===== src/rtl/ccff_stream_loader.sv =====
// Streams bitstream words LSB-first into the fabric configuration chain and holds I/O isolated until CHAIN_LEN bits are loaded.
// Optional feature: define CCFF_LOADER_PARITY_EN for even-parity checking of each fetched word (adds in_parity).
module ccff_stream_loader #(
    parameter int CHAIN_LEN = 64,
    parameter int WORD_W    = 8
) (
    input  logic              prog_clk,
    input  logic              pReset,
    input  logic              start,
    input  logic [WORD_W-1:0] in_data,
    input  logic              in_valid,
`ifdef CCFF_LOADER_PARITY_EN
    input  logic              in_parity,
`endif
    output logic              in_ready,
    output logic              ccff_head,
    output logic              ccff_shift_en,
    output logic              IO_ISOL_N,
    output logic              busy,
    output logic              done,
    output logic              error
);

    localparam int BL_W = $clog2(CHAIN_LEN + 1);
    localparam int WL_W = $clog2(WORD_W + 1);

    typedef enum logic [2:0] {
        S_IDLE,
        S_FETCH,
        S_SHIFT,
        S_DONE,
        S_ERR
    } state_t;

    state_t            state_q, state_d;
    logic [WORD_W-1:0] sreg;
    logic [BL_W-1:0]   bits_left;
    logic [WL_W-1:0]   word_left;
    logic              parity_ok;

`ifdef CCFF_LOADER_PARITY_EN
    assign parity_ok = ~(^in_data ^ in_parity);
    assign error     = (state_q == S_ERR);
`else
    assign parity_ok = 1'b1;
    assign error     = 1'b0;
`endif

    always_ff @(posedge prog_clk) begin
        if (pReset) state_q <= S_IDLE;
        else        state_q <= state_d;
    end

    always_comb begin
        state_d = state_q;
        case (state_q)
            S_IDLE, S_DONE, S_ERR: begin
                if (start) state_d = S_FETCH;
            end
            S_FETCH: begin
                if (in_valid) state_d = parity_ok ? S_SHIFT : S_ERR;
            end
            S_SHIFT: begin
                // Last bit of this word: either the chain is full or we need another word.
                if (word_left == WL_W'(1))
                    state_d = (bits_left == BL_W'(1)) ? S_DONE : S_FETCH;
            end
            default: state_d = S_IDLE;
        endcase
    end

    always_ff @(posedge prog_clk) begin
        if (pReset) begin
            sreg      <= '0;
            bits_left <= '0;
            word_left <= '0;
        end else begin
            case (state_q)
                S_IDLE, S_DONE, S_ERR: begin
                    if (start) bits_left <= BL_W'(CHAIN_LEN);
                end
                S_FETCH: begin
                    if (in_valid && parity_ok) begin
                        sreg <= in_data;
                        // A short final word only shifts what the chain still needs.
                        if (int'(bits_left) >= WORD_W) word_left <= WL_W'(WORD_W);
                        else                           word_left <= WL_W'(bits_left);
                    end
                end
                S_SHIFT: begin
                    sreg      <= sreg >> 1;
                    word_left <= word_left - 1'b1;
                    bits_left <= bits_left - 1'b1;
                end
                default: ;
            endcase
        end
    end

    assign in_ready      = (state_q == S_FETCH);
    assign ccff_shift_en = (state_q == S_SHIFT);
    assign ccff_head     = (state_q == S_SHIFT) & sreg[0];
    assign busy          = (state_q == S_FETCH) | (state_q == S_SHIFT);
    assign done          = (state_q == S_DONE);
    assign IO_ISOL_N     = (state_q == S_DONE);

endmodule

===== config.mk =====
export PLATFORM = sky130hd
export DESIGN_NAME = ccff_stream_loader
export DESIGN_NICKNAME = d
export VERILOG_FILES = /design/src/rtl/ccff_stream_loader.sv
export SDC_FILE = /design/constraint.sdc
export NUM_CORES = 1
export LEC_CHECK = 0
export CORE_MARGIN = 5
export CORE_UTILIZATION = 54
export CTS_BUF_LIST = sky130_fd_sc_hd__clkbuf_4 sky130_fd_sc_hd__clkbuf_8
export DETAILED_ROUTE_END_ITERATION = 16
export PLACE_DENSITY_LB_ADDON = 0.15
export SLEW_MARGIN = 5
export SYNTH_ARGS = -nofsm -noshare
export SYNTH_HDL_FRONTEND = slang
export SYNTH_SLANG_ARGS = --single-unit

===== constraint.sdc =====
create_clock -name prog_clk -period 2.1 [get_ports prog_clk]
set_input_delay 0.315 -clock prog_clk [delete_from_list [all_inputs] [get_ports prog_clk]]
set_output_delay 0.315 -clock prog_clk [all_outputs]
set_load 0.02 [all_outputs]

==> reports/metrics.cfg, run 1 <==
[setup_path]
crit_type=reg2out
cp-end-kind=output pin
start_kind=register
path_max_fanout=5
cp_data_arrival_time_ns=1.64
cp.required_ns=1.78

[global_route]
grt_pass1_vias=925
track_usage=0.149
grt_start_max_net_pins=21
grt_pass1_wl_um=3840
antenna_found_initial=0
overflow=0

[timing]
hold_viol=0
setup_viol=0
rsz0062_at_grt=no
slew_violations=0
period_share=0.931
setup_tns_ns=0
max_freq_ghz=0.512
fin_skew_ns=0.00402
fin_crit_ns=1.95
timing.hold.ws_ns=0.468

[clock_network]
holdBufCountCts=0
clock_latency_ns=0.30
numCtsBuffers=3
cts_tree=yes
cts-root-buf=clkbuf_4
cts_sinks=21
clkTransAtPathRegs_ns=0.12
htree_levels=1
clockBufferDepth=2

[drt]
vias=988
route.detailed.drc=0
ant_nets=0
routed_wl_um=2370
drtIter0Drc=13
dr.pass1.iters=4
viasPerCell=5.43
wl_per_cell_um=13.0

[cells_and_area]
final_nets=175
n_fill_cell=185
fin_cells=182
syn2layout_area_growth_pct=19.2
final_layout_size_suffix_gt1_frac=0.0974
layout_common_cells=nor2_1 (20), dfxtp_1 (20), clkdlybuf4s50_1 (15), a211oi_1 (10), a21oi_1 (10)
insertedDiodeCount=0

[yosys]
synth-simple-area-share=0.203
yosysWarnings=0
syn-mean-instance-area_um2=8.60
synth_nets=157
yosys.area_share.adder=0.0849
ys.flop_type=dfxtp_1
synth_top_family_by_area=simple AND/OR/NAND/NOR gates
ys_top_cells_by_area=dfxtp_1 (36%), ha_1 (8.5%), mux2i_1 (6.8%), a211oi_1 (6.4%), nor2_1 (6.4%)
synth_compound_area_frac=0.169
synthCells=137
synthesis.area_um2=1180
synthArstFlopShare=0
synth-seq-cells=21
synth_cell_types=30
synth_mux_area_frac=0.0870
synth_top_area_share=0.357
yosysSeqAreaShare=0.357
synth_edf_count=0
synth_xor_area_frac=0.0297
yosys.area.top_type=dfxtp_1

[die]
die-area_um2=3220
die_w_um=56.7
core_area_um2=2150
start_util=0.549
std_cell_rows=17
ios=19
fp.dieH_um=56.7

[power]
p_per_area_nw_per_um2=1340
p_leak_uw=0.000566
power.ir.vdd_worst_uv=643

[outcome]
status=complete, no violations

[placement]
hpwlAfterDp_um=1800
finalWeightedCongestion=0.817
post-place-cells=178
port_buffers=17

[worst_hold_path]
hp-class=reg2reg

[flow_run]
cap_violations=0

[power breakdown]
group / switching, uW / internal, uW / leakage [uW]
clock network: 126 / 70.9 / 0.0000177
registers: 118 / 552 / 0.000173
logic: 548 / 469 / 0.000375
total: 793 / 1090 / 0.000566
[cells by family (layout without fill, tap and decap cells)]
logic type / count (synthesis) / count (layout)
buffers and inverters: 17 / 34
XOR/XNOR: 4 / 4
flip-flops: 21 / 21
multiplexers: 10 / 10
adder cells (fa/ha/maj): 8 / 8
AO/OA/AOI/OAI: 28 / 28
other: 1 / 1
AND/OR/NAND/NOR: 48 / 48
[flip-flops by register name (all words and copies together), names as in the netlist]
register   flops
state_q        2
bits_left      7
sreg           8
word_left      4
[area by class of cell]
| type | count | area [um2] | area share |
|---|---|---|---|
| sequential | 21 | 422 | 0.300 |
| multi-input combinational | 99 | 682 | 0.485 |
| clock inverter | 1 | 5.00 | 0.00356 |
| timing repair buffer | 21 | 205 | 0.146 |
| inverter | 9 | 33.8 | 0.0240 |
| clock buffer | 3 | 22.5 | 0.0160 |
| tap | 28 | 35.0 | 0.0249 |
[critical path, cell delays in order, from the launching register on]
cell,delay (ns)
dfxtp_1,0.36
inv_1,0.09
ha_2,0.26
clkdlybuf4s50_1,0.63
[repair_timing]
item	in CTS	in global routing
endpoints found under the setup margin	1	3
resized for setup	1	3
setup buffers	0	0
[synthesized netlist by cell type, types with 2 or more instances]
cell,instances
a211oi_1,10
a21oi_1,10
and2_1,2
buf_2,3
buf_4,3
clkbuf_1,2
dfxtp_1,21
ha_1,8
inv_1,9
mux2_2,2
mux2i_1,8
nand2_1,6
nand2b_1,6
nand3_1,5
nand4_1,2
nor2_1,20
nor3_1,2
o21ai_0,3
xor2_1,4
[worst paths after layout]
kind,startpoint,to,slack (ns),depth (start not counted)
worst min register to register,sreg[7],sreg[7],0.47,2
worst max-delay path,state_q[1],in_ready,0.15,3
worst min-delay path,sreg[7],sreg[7],0.47,2
worst max register to register,state_q[0],word_left[1],0.36,7
[per-stage QoR]
| step | instance area (um2) | total power (uW) | util | worst slack, ns |
|---|---|---|---|---|
| finish | 1410 | 1880 | 0.654 | 0.145 |
| global route | 1410 | 2050 | 0.654 | 0.0592 |
| CTS | 1400 | 1900 | 0.651 | 0.00452 |
| detailed placement | 1370 | 1690 | 0.637 | 0.291 |
| global placement | 1370 | 1660 | 0.637 | 0.344 |
| floorplan | 1180 | 1440 | - | 0.376 |
[metal layers]
metal  vias to the layer above  GRT usage  routed length [um]
met3                         4     0.0345                 126
met1                       449      0.182                1060
met2                        31      0.252                1160
met5                         -          0                   0
li1                        504          -                   -
met4                         0     0.0542                  25
Note: power is estimated with default switching activity, not from simulation.
==> inputs of run 2 (changes only) <==
CORE_ASPECT_RATIO = 0.75   (was unset)
GPL_ROUTABILITY_DRIVEN = 0   (was unset)
==> reports/metrics.cfg, run 2 (same netlist as run 1, synthesis figures left out) <==
[clock_network]
cts-root-buf=clkbuf_4
clock_latency_ns=0.32
clkTransAtPathRegs_ns=0.13
numCtsBuffers=3
cts_sinks=21
cts_tree=yes
clockBufferDepth=2
htree_levels=1

[die]
start_util=0.575
std_cell_rows=14
die_w_um=63.9
core_area_um2=2050
ios=19
fp.dieH_um=50.5
die-area_um2=3230

[timing]
worstMarginPinSlew_ns=0.486
rsz0062_at_grt=no
max_freq_ghz=0.495
fin_skew_ns=0.00439
hold_viol=0
setup_viol=0
period_share=0.963
timing.hold.ws_ns=0.478
setup_tns_ns=0
relSlewSlack=0.667
slew_violations=0
fin_crit_ns=2.02

[placement]
dpl_cell_area_um2=1360
hpwlAfterDp_um=2000
port_buffers=17

[power]
combPwrFrac=0.531
seqPwrFrac=0.352
clockPowerShare=0.117
p_int_uw=1090
p_leak_uw=0.000551
swShare=0.432
p_total_uw=1920
switchingPower_uw=831
p_per_area_nw_per_um2=1380
power.ir.vdd_worst_uv=897

[setup_path]
cp-end-kind=output pin
crit_chain=inv_1 -> ha_2 -> clkdlybuf4s50_1
r2r_slack_ns=0.33
start_kind=register
cp_data_arrival_time_ns=1.71
path_max_fanout=5
crit_type=reg2out
cp_slowest_cell=clkdlybuf4s50_1
cp.required_ns=1.78
cpPeakStageDelay_ns=0.64

[flow_run]
cap_violations=0

[global_route]
track_usage=0.179
grt_pass1_vias=933
antenna_found_initial=0
grt_start_max_net_pins=21
grt_pass1_wl_um=4570
overflow=0

[drt]
wl_per_cell_um=15.1
ant_nets=0
routed_wl_um=2670
dr.pass1.iters=4
drtIter0Drc=61
route.detailed.drc=0
viasPerCell=5.58
vias=988

[cells_and_area]
insertedDiodeCount=0
largest-register=sreg
design_area_um2=1390
final_layout_size_suffix_gt1_frac=0.0980
fin_util=0.680
syn2layout_area_growth_pct=18.3
layout_common_cells=nor2_1 (20), dfxtp_1 (20), clkdlybuf4s50_1 (15), a211oi_1 (10), a21oi_1 (10)
final_nets=174
top_regs=sreg: 8 flops, bits_left: 7 flops, word_left: 4 flops
largest_reg_flops=8

[outcome]
status=complete, no violations

[worst_hold_path]
hp-class=reg2reg

run 2: power by group through the flow:
| stage | sequential, uW | clock (uW) | combinational [uW] |
|---|---|---|---|
| after floorplan | 645 | 0 | 793 |
| after global placement | 670 | 0 | 984 |
| after detailed placement | 680 | 0 | 1010 |
| after CTS | 673 | 220 | 1020 |
| after global routing | 702 | 254 | 1150 |
| final | 676 | 226 | 1020 |
run 2: cell type report:
class | count | area (um2)
inverter | 9 | 33.8
clock buffer | 4 | 30.0
timing repair buffer | 20 | 194
multi-input combinational | 99 | 684
fill | 177 | 656
tap | 24 | 30.0
sequential | 21 | 422
run 2: what timing repair did:
item / in CTS / in global routing
pin swaps: 0 / 0
hold endpoints to repair: 0 / 0
resized for setup: 3 / 2
setup buffers: 0 / 0
cloned: 0 / 0
hold buffers: 0 / 0
setup endpoints to repair: 3 / 1
run 2: stage by stage:
stage          setup WS (ns)  cells
6_report              0.0786    177
5_1_grt              0.00604    177
4_1_cts              0.00378    177
3_5_place_dp           0.277    173
3_3_place_gp           0.330    173
2_1_floorplan          0.376    137
run 2: worst max-delay path, delay by kind of cell (launching register included):
family                     cells  cell delay, ns
adders and majority gates      1            0.28
buffers and inverters          2            0.75
DFF                            1            0.36
run 2: path summary, 6_finish.rpt:
| check | startpoint | end | depth (start not counted) |
|---|---|---|---|
| max reg2reg | state_q[0] | word_left[3] | 7 |
| min reg2reg | sreg[7] | sreg[7] | 2 |
| max | state_q[1] | in_ready | 3 |
| min | sreg[7] | sreg[7] | 2 |
run 2: routing by layer:
metal	up-vias	global-route usage	wire [um]
met2	33	0.256	1170
li1	501	-	-
met4	0	0.0381	9
met5	-	0	0
met1	452	0.257	1300
met3	2	0.0647	189
